$ cat config.mk
export PLATFORM = sky130hd
export DESIGN_NAME = pkt_merger
export DESIGN_NICKNAME = d
export VERILOG_FILES = /design/src/rtl/pkt_merger_pkg.sv /design/src/rtl/pkt_merger_rr_arbiter.sv /design/src/rtl/pkt_merger.sv
export SDC_FILE = /design/constraint.sdc
export NUM_CORES = 1
export LEC_CHECK = 0
export CAP_MARGIN = 20
export CELL_PAD_IN_SITES_DETAIL_PLACEMENT = 1
export CELL_PAD_IN_SITES_GLOBAL_PLACEMENT = 2
export CORE_AREA = 10 10 264 266
export CTS_CLUSTER_DIAMETER = 200
export DETAILED_ROUTE_END_ITERATION = 12
export DIE_AREA = 0 0 274 276
export DONT_BUFFER_PORTS = 1
export GPL_ROUTABILITY_DRIVEN = 0
export GPL_TIMING_DRIVEN = 0
export PLACE_DENSITY_LB_ADDON = 0.05
export SYNTH_ARGS = -nofsm -noshare
export SYNTH_HDL_FRONTEND = slang
export SYNTH_SLANG_ARGS = --single-unit
$ cat constraint.sdc
create_clock -name clk_tb -period 12.5 [get_ports clk_tb]
set_input_delay 1.875 -clock clk_tb [delete_from_list [all_inputs] [get_ports clk_tb]]
set_output_delay 1.875 -clock clk_tb [all_outputs]
set_load 0.01 [all_outputs]
$ cat src/rtl/pkt_merger_pkg.sv
// pkt_merger_pkg
//   Shared packet definitions used on both sides of the packet router, so the
//   router's egress array plugs straight into the merger's inputs.
//   Contents:
//     PACKET_BITS   packet width (key at KEY_LSB, payload above the key)
//     NUM_CHANNELS  number of router egress channels
//     KEY_LSB       bit position of the 32-bit key inside a packet
//     KEY_BITS      key width
//     CHAN_BITS     width of a channel index
//     packet_t      one packet
//     chan_idx_t    one channel index
package pkt_merger_pkg;

  localparam int PACKET_BITS  = 72;
  localparam int NUM_CHANNELS = 8;
  localparam int KEY_LSB      = 8;
  localparam int KEY_BITS     = 32;
  localparam int CHAN_BITS    = $clog2(NUM_CHANNELS);

  typedef logic [PACKET_BITS-1:0] packet_t;
  typedef logic [CHAN_BITS-1:0]   chan_idx_t;

endpackage

$ cat src/rtl/pkt_merger_rr_arbiter.sv
// rr_arbiter
//   Purely combinational round-robin arbiter. The search starts at the channel
//   after ptr and wraps around, so the channel at ptr itself is searched last.
//   The pointer register is owned by the instantiating block.
//   Ports:
//     req        in   one request bit per channel
//     advance    in   grant may be issued this cycle (gates the one-hot output)
//     ptr        in   channel granted most recently
//     grant      out  one-hot grant, all zero when !advance or no request
//     grant_idx  out  encoded index of the winning channel (ptr when no request)
module rr_arbiter
  import pkt_merger_pkg::*;
#(
  parameter  int NUM_CHANNELS = pkt_merger_pkg::NUM_CHANNELS,
  localparam int CHAN_BITS    = $clog2(NUM_CHANNELS)
) (
  input  logic [NUM_CHANNELS-1:0] req,
  input  logic                    advance,
  input  logic [CHAN_BITS-1:0]    ptr,
  output logic [NUM_CHANNELS-1:0] grant,
  output logic [CHAN_BITS-1:0]    grant_idx
);

  logic [CHAN_BITS-1:0] cand;
  logic                 found;

  // NUM_CHANNELS is a power of two, so truncating ptr+i to CHAN_BITS gives the
  // wrap-around for free; i == NUM_CHANNELS lands back on ptr itself.
  always_comb begin
    grant_idx = ptr;
    found     = 1'b0;
    cand      = ptr;
    for (int i = 1; i <= NUM_CHANNELS; i++) begin
      cand = ptr + CHAN_BITS'(i);
      if (!found && req[cand]) begin
        grant_idx = cand;
        found     = 1'b1;
      end
    end
    grant = '0;
    if (advance && found) begin
      grant[grant_idx] = 1'b1;
    end
  end

endmodule

$ cat src/rtl/pkt_merger.sv
// pkt_merger
//   Merges the router's per-channel egress streams into one output stream.
//   A round-robin arbiter picks one valid channel per cycle and the chosen
//   packet is loaded into a one-entry output register; a packet leaving and a
//   new one arriving in the same cycle reload it without a bubble.
//   Ports:
//     clk_tb            in   clock
//     reset_tb          in   asynchronous active-high reset
//     pkt_in_data_in    in   per-channel packet (unpacked array)
//     pkt_in_vld_in     in   per-channel valid
//     pkt_in_rdy_out    out  per-channel ready, at most one bit high
//     pkt_out_data_out  out  merged packet
//     pkt_out_vld_out   out  merged valid
//     pkt_out_rdy_in    in   downstream ready
//     pkt_out_chan_out  out  source channel of the packet on pkt_out_data_out
//     mg_cnt_out        out  number of packets merged, wraps silently
module pkt_merger
  import pkt_merger_pkg::*;
#(
  parameter  int PACKET_BITS  = pkt_merger_pkg::PACKET_BITS,
  parameter  int NUM_CHANNELS = pkt_merger_pkg::NUM_CHANNELS,
  parameter  int CNT_BITS     = 32,
  localparam int CHAN_BITS    = $clog2(NUM_CHANNELS)
) (
  input  logic                    clk_tb,
  input  logic                    reset_tb,
  input  logic [PACKET_BITS-1:0]  pkt_in_data_in [NUM_CHANNELS],
  input  logic [NUM_CHANNELS-1:0] pkt_in_vld_in,
  output logic [NUM_CHANNELS-1:0] pkt_in_rdy_out,
  output logic [PACKET_BITS-1:0]  pkt_out_data_out,
  output logic                    pkt_out_vld_out,
  input  logic                    pkt_out_rdy_in,
  output logic [CHAN_BITS-1:0]    pkt_out_chan_out,
  output logic [CNT_BITS-1:0]     mg_cnt_out
);

  logic [CHAN_BITS-1:0]    last_grant;
  logic [CHAN_BITS-1:0]    grant_idx;
  logic [NUM_CHANNELS-1:0] grant;
  logic                    out_free;
  logic                    armed;
  logic                    in_hs;

  assign out_free = !pkt_out_vld_out || pkt_out_rdy_in;

  rr_arbiter #(
    .NUM_CHANNELS (NUM_CHANNELS)
  ) u_arb (
    .req       (pkt_in_vld_in),
    .advance   (out_free && armed),
    .ptr       (last_grant),
    .grant     (grant),
    .grant_idx (grant_idx)
  );

  // The arbiter only issues a grant for a valid channel, so the one-hot grant
  // is both the ready vector and the handshake indicator.
  assign pkt_in_rdy_out = grant;
  assign in_hs          = |grant;

  // armed holds every ready low during reset and for the first edge after
  // release, so no packet is accepted before the inputs have been sampled.
  always_ff @(posedge clk_tb or posedge reset_tb) begin
    if (reset_tb) begin
      armed <= 1'b0;
    end else begin
      armed <= 1'b1;
    end
  end

  // Output stage, arbitration pointer and merge counter. A stall blocks the
  // input handshake, so every register simply holds in that case.
  always_ff @(posedge clk_tb or posedge reset_tb) begin
    if (reset_tb) begin
      pkt_out_data_out <= '0;
      pkt_out_chan_out <= '0;
      pkt_out_vld_out  <= 1'b0;
      last_grant       <= CHAN_BITS'(NUM_CHANNELS - 1);
      mg_cnt_out       <= '0;
    end else if (in_hs) begin
      pkt_out_data_out <= pkt_in_data_in[grant_idx];
      pkt_out_chan_out <= grant_idx;
      pkt_out_vld_out  <= 1'b1;
      last_grant       <= grant_idx;
      mg_cnt_out       <= mg_cnt_out + 1'b1;
    end else if (pkt_out_vld_out && pkt_out_rdy_in) begin
      pkt_out_vld_out  <= 1'b0;
    end
  end

endmodule

==> flow_metrics.py <==
metrics = {
    "cts": {
        "numClockSinks": 112,
        "cts_setup_buffers": 0,
        "clkTransAtPathRegs_ps": 100,
        "h-tree-depth": 3,
        "numCtsBuffers": 9,
        "clk_latency_ps": 400,
        "cts_root_buf": "clkbuf_16",
        "cts_hold_buffers": 0,
        "max-clock-path-buffers": 2,
        "post_cts_resized": 0,
        "tritoncts": "done",
    },
    "timing": {
        "hold_viol": 0,
        "setup_viol": 0,
        "setup_tns_ps": 0,
        "slew_headroom_pct": 34.6,
        "finalClockSkew_ps": 17.1,
        "fin_ws_ps": 5410,
        "timing.fmax_ghz": 0.141,
        "tightest_slew_ps": 981,
        "drv_slew": 0,
        "rsz0062_at_grt": "no",
        "finalCritPeriodShare_pct": 56.7,
        "min_period_ps": 7090,
    },
    "yosys": {
        "syn_inst": 1047,
        "synthesis.area_um2": 10900,
        "synthesis.nets": 1637,
        "ys.warnings.count": 0,
        "synth_top_family_by_area": "multiplexers",
        "synth-edff-count": 0,
        "synth-seq-area-share_pct": 25.7,
        "postSynthAreaPerCell_um2": 10.4,
        "synth_common_cells": "mux2i_1, dfrtp_1, nand2_1, o21ai_1, xnor2_1",
        "synthMuxAreaShare_pct": 50.4,
        "synth-compound-area-share_pct": 5.04,
        "synthTopCellsByArea": "mux2i_1, dfrtp_1, nand2_1",
        "ys.flop_type": "dfrtp_1",
        "async_flop_share_pct": 100,
        "synthSimpleGateAreaFrac_pct": 7.14,
        "synth_cell_type_count": 53,
        "yosysTopAreaCell": "mux2i_1",
        "synth_xor_area_share_pct": 3.21,
        "synthAdderAreaFrac_pct": 0.344,
        "netlist.area_leader.share_pct": 47.4,
        "ys_ff_latch": 112,
        "yosysMostFrequentCell": "mux2i_1",
    },
    "floorplan": {
        "start_util_pct": 17.0,
        "io_pins": 703,
        "fp-row-count": 93,
        "coreArea_um2": 64100,
        "die_x_um": 274,
        "die-area_um2": 75600,
        "die_h_um": 276,
    },
    "run": {
        "maxCapViolations": 0,
    },
    "global_routing": {
        "grt_pass1_vias": 10035,
        "grt_pass1_wl_um": 86400,
        "track_usage_pct": 16.2,
        "grt_max_degree": 72,
        "antenna_found_initial": 7,
        "grt.overflow.total": 0,
    },
    "route": {
        "vias_per_cell": 4.38,
        "wl_per_cell_um": 33.5,
        "drtIter0Drc": 331,
        "firstDrtPassIters": 4,
        "drt-total-wl_um": 64400,
        "drc": 0,
        "num_vias": 8419,
        "postRouteAntennaNets": 0,
    },
    "critical_path": {
        "required_ps": 10620,
        "path_cells": "mux2i_1 -> mux2i_1 -> mux2_2 -> o41ai_2 -> nand2b_1 -> buf_2 -> buf_1 -> nor4_1",
        "slowest_delay_ps": 780,
        "cp_slowest_cell": "buf_1",
        "critPathLaunchType": "input port",
        "path_max_fanout": 10,
        "crit_type": "input port to output pin",
        "worstPathArrival_ps": 5220,
        "crit_top_cell": "mux2i_1",
        "setup.worst_path.end_class": "output pin",
    },
    "cells_and_area": {
        "final_cell_count_no_fill": 1924,
        "drive_gt1_share_pct": 9.96,
        "final_cell_area_um2": 12300,
        "area_growth_pct": 13.2,
        "nets": 1649,
    },
    "placed_design": {
        "dpl_cell_area_um2": 12000,
        "place_ws_ps": 5180,
        "dp_hpwl_um": 54800,
        "place_inst": 1903,
        "io_buffers": 0,
    },
    "worst_hold_path": {
        "hp-class": "flip-flop to flip-flop",
    },
    "run_status": {
        "status": "complete, no violations",
    },
}
==> registers in the layout, indices dropped and copies added (netlist names) <==
signal and flops:
pkt_out_chan_out 3, pkt_out_data_out 72, pkt_out_vld_out 1, mg_cnt_out 32, armed 1, last_grant 3
==> metrics by stage <==
stage	util (%)	hold WS, ps
finish	19.3	545
global route	19.3	579
CTS	19.2	557
detailed placement	18.7	546
global placement	18.7	547
floorplan	-	464
==> critical path, delay by kind of cell <==
| kind | cells | cell delay, ps |
|---|---|---|
| muxes | 3 | 1160 |
| buffers and inverters | 2 | 1170 |
| and+or+nand+nor | 2 | 450 |
| AOI/OAI and AO/OA | 1 | 540 |
==> cell families after synthesis <==
| group | after synthesis |
|---|---|
| buffers and inverters | 90 |
| flip-flops | 112 |
| other | 1 |
| AND/OR/NAND/NOR | 174 |
| adder cells (fa/ha/maj) | 3 |
| XOR/XNOR | 37 |
| AO/OA/AOI/OAI | 97 |
| multiplexers | 533 |
==> layer usage <==
metal  GRT usage [%]  up-vias  routed length (µm)
met5               0        -                  32
met3            4.58       33                4400
met4            5.06        4                1220
met2            31.1      408               35200
li1                -     3851                   -
met1            16.5     4123               23500
==> path summary, 6_finish.rpt <==
| check | endpoint | depth (start not counted) | slack (ps) | start |
|---|---|---|---|---|
| min in group asynchronous | mg_cnt_out[3]$_DFFE_PP0P_ | 1 | 1340 | reset_tb |
| hold reg to reg | pkt_out_vld_out$_DFFE_PP0P_ | 2 | 550 | armed$_DFF_PP0_ |
| hold / removal | pkt_out_vld_out$_DFFE_PP0P_ | 2 | 550 | armed$_DFF_PP0_ |
| max in group asynchronous | pkt_out_data_out[6]$_DFFE_PP0P_ | 2 | 10350 | reset_tb |
| setup / recovery | pkt_in_rdy_out[2] | 8 | 5410 | pkt_in_vld_in[6] |
| setup reg to reg | pkt_out_data_out[30]$_DFFE_PP0P_ | 13 | 7520 | last_grant[1]$_DFFE_PP1P_ |
==> cell usage in the layout, fill, tap and decap left out, types with 9 or more instances in the layout <==
cell / synthesis / final
clkbuf_1: 15 / 16
buf_12: 19 / 19
buf_2: 14 / 14
dfrtp_1: 109 / 109
nand3_1: 17 / 17
buf_4: 20 / 20
clkbuf_16: 0 / 9
nor2_1: 14 / 14
o21ai_1: 72 / 72
mux2i_1: 516 / 516
nand2_1: 105 / 105
xnor2_1: 28 / 28
==> area by class of cell <==
type	instances	area, µm²
Multi-Input combinational cell	845	7210
Fill cell	7406	51800
Buffer	84	861
Sequential cell	112	2810
Antenna cell	5	12.5
Timing Repair Buffer	1	27.5
Inverter	6	27.5
Clock inverter	6	100
Tap cell	855	1070
Clock buffer	10	229
Power is not shown: default switching activity piles up to over one toggle a cycle in this logic, so the estimate is an artifact.
